<file path="src/rtl/fft_ctrl_pkg.sv">
// Shared types and helpers for the FFT control slice: FSM encoding, default
// sizes and the radix-2 DIT twiddle index function.
package fft_ctrl_pkg;

  localparam int TWID_LOG2N_DEF  = 8;
  localparam int TWID_DATA_W_DEF = 32;

  typedef enum logic [2:0] {
    IDLE  = 3'd0,
    FETCH = 3'd1,
    LATCH = 3'd2,
    SEND  = 3'd3,
    DONE  = 3'd4
  } twid_state_e;

  // k = (b mod 2^(s-1)) << (LOG2N-s); stage 1 collapses to 0, last stage to b
  function automatic int twid_index(input int s, input int b, input int log2n);
    return (b & ((1 << (s - 1)) - 1)) << (log2n - s);
  endfunction

endpackage

</file>
<file path="src/rtl/twid_index_gen.sv">
// Combinational twiddle index calculator for a (stage, butterfly) pair.
module twid_index_gen
  import fft_ctrl_pkg::*;
#(
  parameter int LOG2N  = TWID_LOG2N_DEF,
  parameter int ADDR_W = LOG2N - 1,
  parameter int STG_W  = 4
) (
  input  logic [STG_W-1:0]  stage,
  input  logic [ADDR_W-1:0] bfly,
  output logic [ADDR_W-1:0] idx
);

  assign idx = ADDR_W'(twid_index(int'(stage), int'(bfly), LOG2N));

endmodule

</file>
<file path="src/rtl/twiddle_fetch_sched.sv">
// Walks all stages/butterflies of one FFT run, addresses the twiddle ROM and
// hands each angle to the rotator. Optional TWID_INV_EN adds IFFT negation.
module twiddle_fetch_sched
  import fft_ctrl_pkg::*;
#(
  parameter int LOG2N  = TWID_LOG2N_DEF,
  parameter int ADDR_W = LOG2N - 1,
  parameter int DATA_W = TWID_DATA_W_DEF,
  parameter int STG_W  = 4
) (
`ifdef TWID_INV_EN
  input  logic              i_inverse,
`endif
  input  logic              i_clk,
  input  logic              i_rst_n,
  input  logic              i_start,
  output logic              o_busy,
  output logic              o_done,
  output logic [ADDR_W-1:0] o_rom_addr,
  input  logic [DATA_W-1:0] i_rom_data,
  output logic [DATA_W-1:0] o_angle,
  output logic              o_angle_valid,
  input  logic              i_angle_ready,
  output logic [STG_W-1:0]  o_stage,
  output logic [ADDR_W-1:0] o_bfly
);

  localparam logic [2:0] ST_IDLE  = 3'(IDLE);
  localparam logic [2:0] ST_FETCH = 3'(FETCH);
  localparam logic [2:0] ST_LATCH = 3'(LATCH);
  localparam logic [2:0] ST_SEND  = 3'(SEND);
  localparam logic [2:0] ST_DONE  = 3'(DONE);

  localparam logic [ADDR_W-1:0] B_LAST = ADDR_W'((1 << (LOG2N - 1)) - 1);
  localparam logic [STG_W-1:0]  S_LAST = STG_W'(LOG2N);

  logic [2:0]        state_q;
  logic [STG_W-1:0]  stg_q;
  logic [ADDR_W-1:0] bfly_q;
  logic [ADDR_W-1:0] addr_q;
  logic [ADDR_W-1:0] idx;
  logic              hs;
`ifdef TWID_INV_EN
  logic              inv_q;
`endif

  twid_index_gen #(
    .LOG2N (LOG2N),
    .ADDR_W(ADDR_W),
    .STG_W (STG_W)
  ) u_idx (
    .stage(stg_q),
    .bfly (bfly_q),
    .idx  (idx)
  );

  assign hs     = o_angle_valid & i_angle_ready;
  assign o_busy = (state_q != ST_IDLE);
  assign o_done = (state_q == ST_DONE);
  // Address is live in FETCH and held afterwards so the ROM sees a stable input
  assign o_rom_addr = (state_q == ST_FETCH) ? idx : addr_q;

  always_ff @(posedge i_clk or negedge i_rst_n) begin
    if (!i_rst_n) begin
      state_q       <= ST_IDLE;
      stg_q         <= '0;
      bfly_q        <= '0;
      addr_q        <= '0;
      o_angle       <= '0;
      o_angle_valid <= 1'b0;
      o_stage       <= '0;
      o_bfly        <= '0;
`ifdef TWID_INV_EN
      inv_q         <= 1'b0;
`endif
    end else begin
      case (state_q)
        ST_IDLE: begin
          if (i_start) begin
            state_q <= ST_FETCH;
            stg_q   <= STG_W'(1);
            bfly_q  <= '0;
`ifdef TWID_INV_EN
            inv_q   <= i_inverse;
`endif
          end
        end
        ST_FETCH: begin
          addr_q  <= idx;
          state_q <= ST_LATCH;
        end
        ST_LATCH: begin
`ifdef TWID_INV_EN
          o_angle <= inv_q ? -i_rom_data : i_rom_data;
`else
          o_angle <= i_rom_data;
`endif
          o_stage       <= stg_q;
          o_bfly        <= bfly_q;
          o_angle_valid <= 1'b1;
          state_q       <= ST_SEND;
        end
        ST_SEND: begin
          if (hs) begin
            o_angle_valid <= 1'b0;
            if (bfly_q != B_LAST) begin
              bfly_q  <= bfly_q + ADDR_W'(1);
              state_q <= ST_FETCH;
            end else if (stg_q != S_LAST) begin
              stg_q   <= stg_q + STG_W'(1);
              bfly_q  <= '0;
              state_q <= ST_FETCH;
            end else begin
              state_q <= ST_DONE;
            end
          end
        end
        ST_DONE: state_q <= ST_IDLE;
        default: state_q <= ST_IDLE;
      endcase
    end
  end

endmodule

</file>
<file path="config.mk">
export PLATFORM = sky130hd
export DESIGN_NAME = twiddle_fetch_sched
export DESIGN_NICKNAME = d
export VERILOG_FILES = /design/src/rtl/fft_ctrl_pkg.sv /design/src/rtl/twid_index_gen.sv /design/src/rtl/twiddle_fetch_sched.sv
export SDC_FILE = /design/constraint.sdc
export NUM_CORES = 1
export LEC_CHECK = 0
export BUFFER_PORTS_ARGS = -buffer_cell sky130_fd_sc_hd__buf_2
export CORE_MARGIN = 5
export CORE_UTILIZATION = 52
export DETAILED_ROUTE_END_ITERATION = 8
export PLACE_DENSITY = 0.88
export SLEW_MARGIN = 20
export SYNTH_ARGS = -nofsm -noshare
export SYNTH_HDL_FRONTEND = slang
export SYNTH_SLANG_ARGS = --single-unit
</file>
<file path="constraint.sdc">
create_clock -name i_clk -period 3.2 [get_ports i_clk]
set_input_delay 0.16 -clock i_clk [delete_from_list [all_inputs] [get_ports i_clk]]
set_output_delay 0.16 -clock i_clk [all_outputs]
set_load 0.01 [all_outputs]
</file>
# --- Word level (Yosys, flattened, before mapping) ---
# Index checks and enable logic that the tools add are counted.
# W data, S select, Z words.
classes:
  add_sub_neg: 5
  mux: 18
  bitwise: 2
  reduce_logical: 8
  n_shift: 2
  eq_ne: 11
ops:
  columns: ["operator", "count"]
  rows:
  - ["$mux W7", 5]
  - ["$and A8 B32 Y32", 1]
  - ["$shl A1 B32 Y32 const A", 1]
  - ["$shl A32 B32 Y7", 1]
  - ["$sub A32 B2 Y32 const B", 1]
  - ["$mux W4", 4]
  - ["$pmux W7 S2", 1]
  - ["$mux W3", 4]
  - ["$pmux W3 S4", 1]
  - ["$ne A2 B2 Y1 const B", 4]
  - ["$pmux W4 S2", 1]
  - ["$add A7 B1 Y7 const B", 1]
  - ["$ne A7 B7 Y1 const B", 1]
  - ["$eq A3 B2 Y1 const B", 2]
  - ["$reduce_and A5 Y1", 1]
  - ["$sub A4 B1 Y5 const B", 1]
  - ["$sub A4 B4 Y5 const A", 1]
  - ["$add A4 B1 Y4 const B", 1]
  - ["$ne A4 B4 Y1 const B", 1]
  - ["$reduce_and A2 Y1", 2]
  - ["$reduce_and A4 Y1", 1]
  - ["$reduce_bool A2 Y1", 2]
  - ["$eq A3 B1 Y1 const B", 1]
  - ["$eq A3 B3 Y1 const B", 1]
  - ["6 further kinds", 6]
word_totals:
  register_bits: 65
  input_bits: 36

# --- Longest topological paths before layout ---
logic_depth:
  depth_word: 6
  depth_mapped: 12

# --- Hierarchy ---
# From an unflattened synthesis, not the netlist that was laid out.
hier_totals:
  cells_unflattened: 290
  area_unflattened_um2: 3299.4
modules_own_cells:
  columns: ["module", "cells_each", "seq_area_each_um2", "area_per_inst_um2", "n_inst"]
  rows:
  - ["twiddle_fetch_sched", 201, 1626.6, 2750.1, 1]
  - ["twid_index_gen", 89, 0.0, 549.3, 1]

# --- Least setup slack after synthesis ---
# Ideal clock, no wire load.
synth_timing:
  kind: "reg-to-reg"
  startpoint: "register stg_q[0]"
  endpoint: "register addr_q[3]"
  setup_time_ps: 171
  n_path_buf: 0
  required_ps: 3029
  arrival_time_ps: 2518
  path_stages_with_launch: 10
  slack_ps: 511
  period_less_slack_ps: 2689
  cell_sequence: "dfrtp_1 > clkinv_1 > ha_1 > xor2_1 > or3_1 > ha_1 > nor3b_1 > o32ai_1 > or4_1 > o311ai_1"
synth_via:
  elab_chain_cells: 6
synth_lines:
  columns: ["element", "line_no", "source"]
  rows:
  - ["from (decl)", "twiddle_fetch_sched.sv:38", "logic [STG_W-1:0] stg_q;"]
  - ["from (signal assigned)", "twiddle_fetch_sched.sv:110", "stg_q <= stg_q + STG_W'(1);"]
  - ["$sub A4 B1 Y5", "fft_ctrl_pkg.sv:18", "return (b & ((1 << (s - 1)) - 1)) << (log2n - s);"]
  - ["$shl A1 B32 Y32", "fft_ctrl_pkg.sv:18", null]
  - ["$sub A32 B2 Y32", "fft_ctrl_pkg.sv:18", null]
  - ["$and A8 B32 Y32", "fft_ctrl_pkg.sv:18", null]
  - ["$shl A32 B32 Y7 *", "fft_ctrl_pkg.sv:18", null]
  - ["$mux W7 *", null, null]
  - ["named net o_rom_addr[3]", "twiddle_fetch_sched.sv:19", "output logic [ADDR_W-1:0] o_rom_addr,"]
  - ["to (signal assigned)", "twiddle_fetch_sched.sv:89", "addr_q <= idx;"]
  - ["to (decl)", "twiddle_fetch_sched.sv:40", "logic [ADDR_W-1:0] addr_q;"]
# Mark *: on every way through the listed nets, which the timed path passes. The rest lies on a longest branch.
# A chain may end at the register's enable or synchronous reset.

# --- Final worst setup path ---
layout_timing:
  startpoint: "register stg_q[0]"
  endpoint: "output port o_rom_addr[3]"
layout_via:
  elab_chain_cells: 6
layout_lines:
  columns: ["element", "line_no"]
  rows:
  - ["$sub A4 B1 Y5", "fft_ctrl_pkg.sv:18"]
  - ["$shl A1 B32 Y32", "fft_ctrl_pkg.sv:18"]
  - ["$sub A32 B2 Y32", "fft_ctrl_pkg.sv:18"]
  - ["$and A8 B32 Y32", "fft_ctrl_pkg.sv:18"]
  - ["$shl A32 B32 Y7 *", "fft_ctrl_pkg.sv:18"]
  - ["$mux W7 *", null]
  - ["to (decl)", "twiddle_fetch_sched.sv:19"]
# Mark *: on every way between the ends. The rest lies on a longest branch, timed or not.

==> impl_metrics.ini <==
[clocking]
tritoncts = yes
clock-sinks = 65
cts_buffers = 9
root_buffer = clkbuf_8
path_clk_slew_ns = 0.07
htreeDepth = 3
insertion_delay_ns = 0.34
clockBufferDepth = 2

[finish]
fin_util_pct = 65.7
area_delta_synth_final_pct = 23.7
fillCellCount = 452
fin_nets = 402
n_antenna_cell = 0
drive_above_1_share_pct = 44.7

[global_route]
grt_use_total_pct = 22.1
grt_pass1_wl_mm = 12.8
antenna_found_initial = 0
overflow = 0
grt_max_degree = 47
grt_pass1_vias = 2628

[power]
powerDensity_mw_per_mm2 = 768
p_total_w = 0.00295
ir_drop_uv = 594
leakagePower_nw = 1.85

[worst_setup_path]
critical_path.max_stage_delay_ns = 0.42
r2r_end = addr_q[3]
critPathLaunchType = flop
crit_fanout = 7
ff2ff_path_depth = 9
critPathCaptureType = output pin
crit_slowest_cell = or4_1
arrival_ns = 2.96
critPathBufInv = 2
critPathKind = reg2out
path_cells = clkinv_1 > ha_4 > xor2_1 > or3_1 > ha_1 > nor3b_2 > o32ai_2 > or4_1 > o311ai_1 > buf_2
reg2reg_slack_ns = 0.66
rr_startpoint = stg_q[0]
required_ns = 3.04
cp_top_family = simple AND/OR/NAND/NOR gates

[synth]
synth_top_flop_cell = dfrtp_1
synth_seq_cells = 65
synth.area.top_cells = dfrtp_1 (52%), mux2_2 (16%), o21ai_0 (2.3%), nand2_1 (1.7%), xor2_1 (1.7%)
ys_types = 50
yosys-top-cells-count = dfrtp_1 (65), mux2_2 (44), nand2_1 (14), o21ai_0 (14)
synth_top_area_share_pct = 52.3
syn_nets = 311
synth_edf_count = 0
syn_avg_cell_area_um2 = 11.5
netlist_instances = 271
synth_area_mm2 = 0.00311
yosys_warnings = 0
yosysMostFrequentCell = dfrtp_1
synth_top_area_cell = dfrtp_1
yosysSeqAreaShare_pct = 52.3
synthArstFlopShare_pct = 100

[drt]
drt_iter0_markers = 88
vias = 2483
drc = 0
vias_per_cell = 5.62
dr.pass1.iters = 4
drt_wl_total_mm = 7.98
drt-wirelength-per-cell_um = 18.1
ant_nets = 0

[placed_design]
dp_hpwl_mm = 5.54
io_buffers = 88
gp_congestion = 0.862

[sta]
worst_slew_pin_slew_ns = 0.707
setup_violations = 0
hold_viol = 0
finalCritPeriodShare_pct = 97.5
slew_headroom_pct = 52.9
fmax_ghz = 0.320
fin_skew_ns = 0.00954
drv_slew = 0
layout_min_cycle_time_ns = 3.12

[floorplan]
die_w_um = 87.3
die_area_mm2 = 0.00762
core_area_mm2 = 0.00585
rows = 28
die_h_um = 87.3
initial_core_util_pct = 53.1
ios = 89

[status]
status = finished clean

[min_path]
holdPathEnd = stg_q[2]
hold_class = in2reg
hp-start = i_start
min_path_cells = 2

[flow_run]
max-cap-violations = 0
-- per-layer routing --
metal / track usage [%] / up-vias / part of all wire [%]
li1: - / 1177 / -
met1: 25.6 / 1205 / 41
met2: 36.4 / 87 / 48
met3: 8.89 / 14 / 8.9
met4: 9.07 / 0 / 2.0
met5: 0 / - / 0
-- stage by stage --
step,hold slack (ns),instance area (um2),cells,TNS [ns],setup WS (ns)
after global placement,0.131,3610,424,0,0.394
after CTS,0.0207,3800,441,0,0.0251
after global routing,0.0300,3840,442,-0.0814,-0.0814
final,0.0448,3840,442,0,0.0789
after detailed placement,0.158,3610,424,0,0.269
after floorplan,-0.136,3110,271,0,0.511
-- power breakdown --
part	internal, W	switching, W
Combinational	0.000511	0.000556
Clock	0.000281	0.000339
Sequential	0.00109	0.000176
Total	0.00188	0.00107
-- registers in the layout, summed over array words and instances (netlist names) --
name / cells
o_angle_valid: 1
o_angle: 32
state_q: 3
addr_q: 7
bfly_q: 7
o_stage: 4
o_bfly: 7
stg_q: 4
-- worst max-delay path by stage --
| stage | depth (start not counted) | to | slack, ns | startpoint |
|---|---|---|---|---|
| floorplan | 9 | addr_q[3] | 0.51 | stg_q[0] |
| global placement | 10 | o_rom_addr[3] | 0.39 | stg_q[1] |
| detailed placement | 10 | o_rom_addr[3] | 0.27 | stg_q[1] |
| CTS | 10 | o_rom_addr[3] | 0.03 | stg_q[1] |
| global route | 10 | o_rom_addr[3] | -0.08 | stg_q[0] |
| finish | 10 | o_rom_addr[3] | 0.08 | stg_q[0] |
-- logic make-up (layout without fill, tap and decap cells) --
family                   count (synthesis)  in the layout  share of synthesized area, %
AND/OR/NAND/NOR                         71             71                          12.5
flip-flops                              65             65                          52.3
AO/OA/AOI/OAI                           54             54                          11.6
multiplexers                            45             45                          16.3
buffers and inverters                   26            122                          3.99
XOR/XNOR                                 6              6                          1.69
adder cells (fa/ha/maj)                  4              4                          1.61
-- worst reg2reg max path, cell delays in order, from the launching register on --
cell      delay [ns]
dfrtp_1         0.35
clkinv_1        0.12
ha_4            0.21
xor2_1          0.19
or3_1           0.38
ha_1            0.30
nor3b_2         0.21
o32ai_2         0.13
or4_1           0.42
o311ai_1        0.12
-- cell usage in the layout (no fill, tap or decap), drive strengths merged, types with 4 or more instances in the layout --
cell type / n
mux2: 44
nand2: 14
buf: 95
dfrtp: 65
a31oi: 4
a21oi: 8
o31ai: 4
o41ai: 4
inv: 10
clkbuf: 9
nand3: 6
or3: 4
ha: 4
nor3: 9
clkinv: 7
nor2: 12
o21ai: 14
xor2: 6
-- what timing repair did --
action | in CTS | in global routing
hold buffers | 1 | 0
gates cloned | 0 | 0
pin swaps | 0 | 1
endpoints found under the setup margin | 3 | 3
endpoints found under the hold margin | 19 | 0
setup buffers | 0 | 1
gates resized for setup | 3 | 5
-- cell type report --
| cell class | count | area [um2] | share of cell area [%] |
|---|---|---|---|
| flip-flops and latches | 65 | 1630 | 42.3 |
| multi-input cells | 180 | 1410 | 36.7 |
| repair buffers | 96 | 503 | 13.1 |
| clock buffers | 9 | 124 | 3.22 |
| well taps | 75 | 93.8 | 2.44 |
| clock inverters | 7 | 46.3 | 1.20 |
| inverters | 10 | 37.5 | 0.976 |
Note: power is estimated with default switching activity, not from simulation.
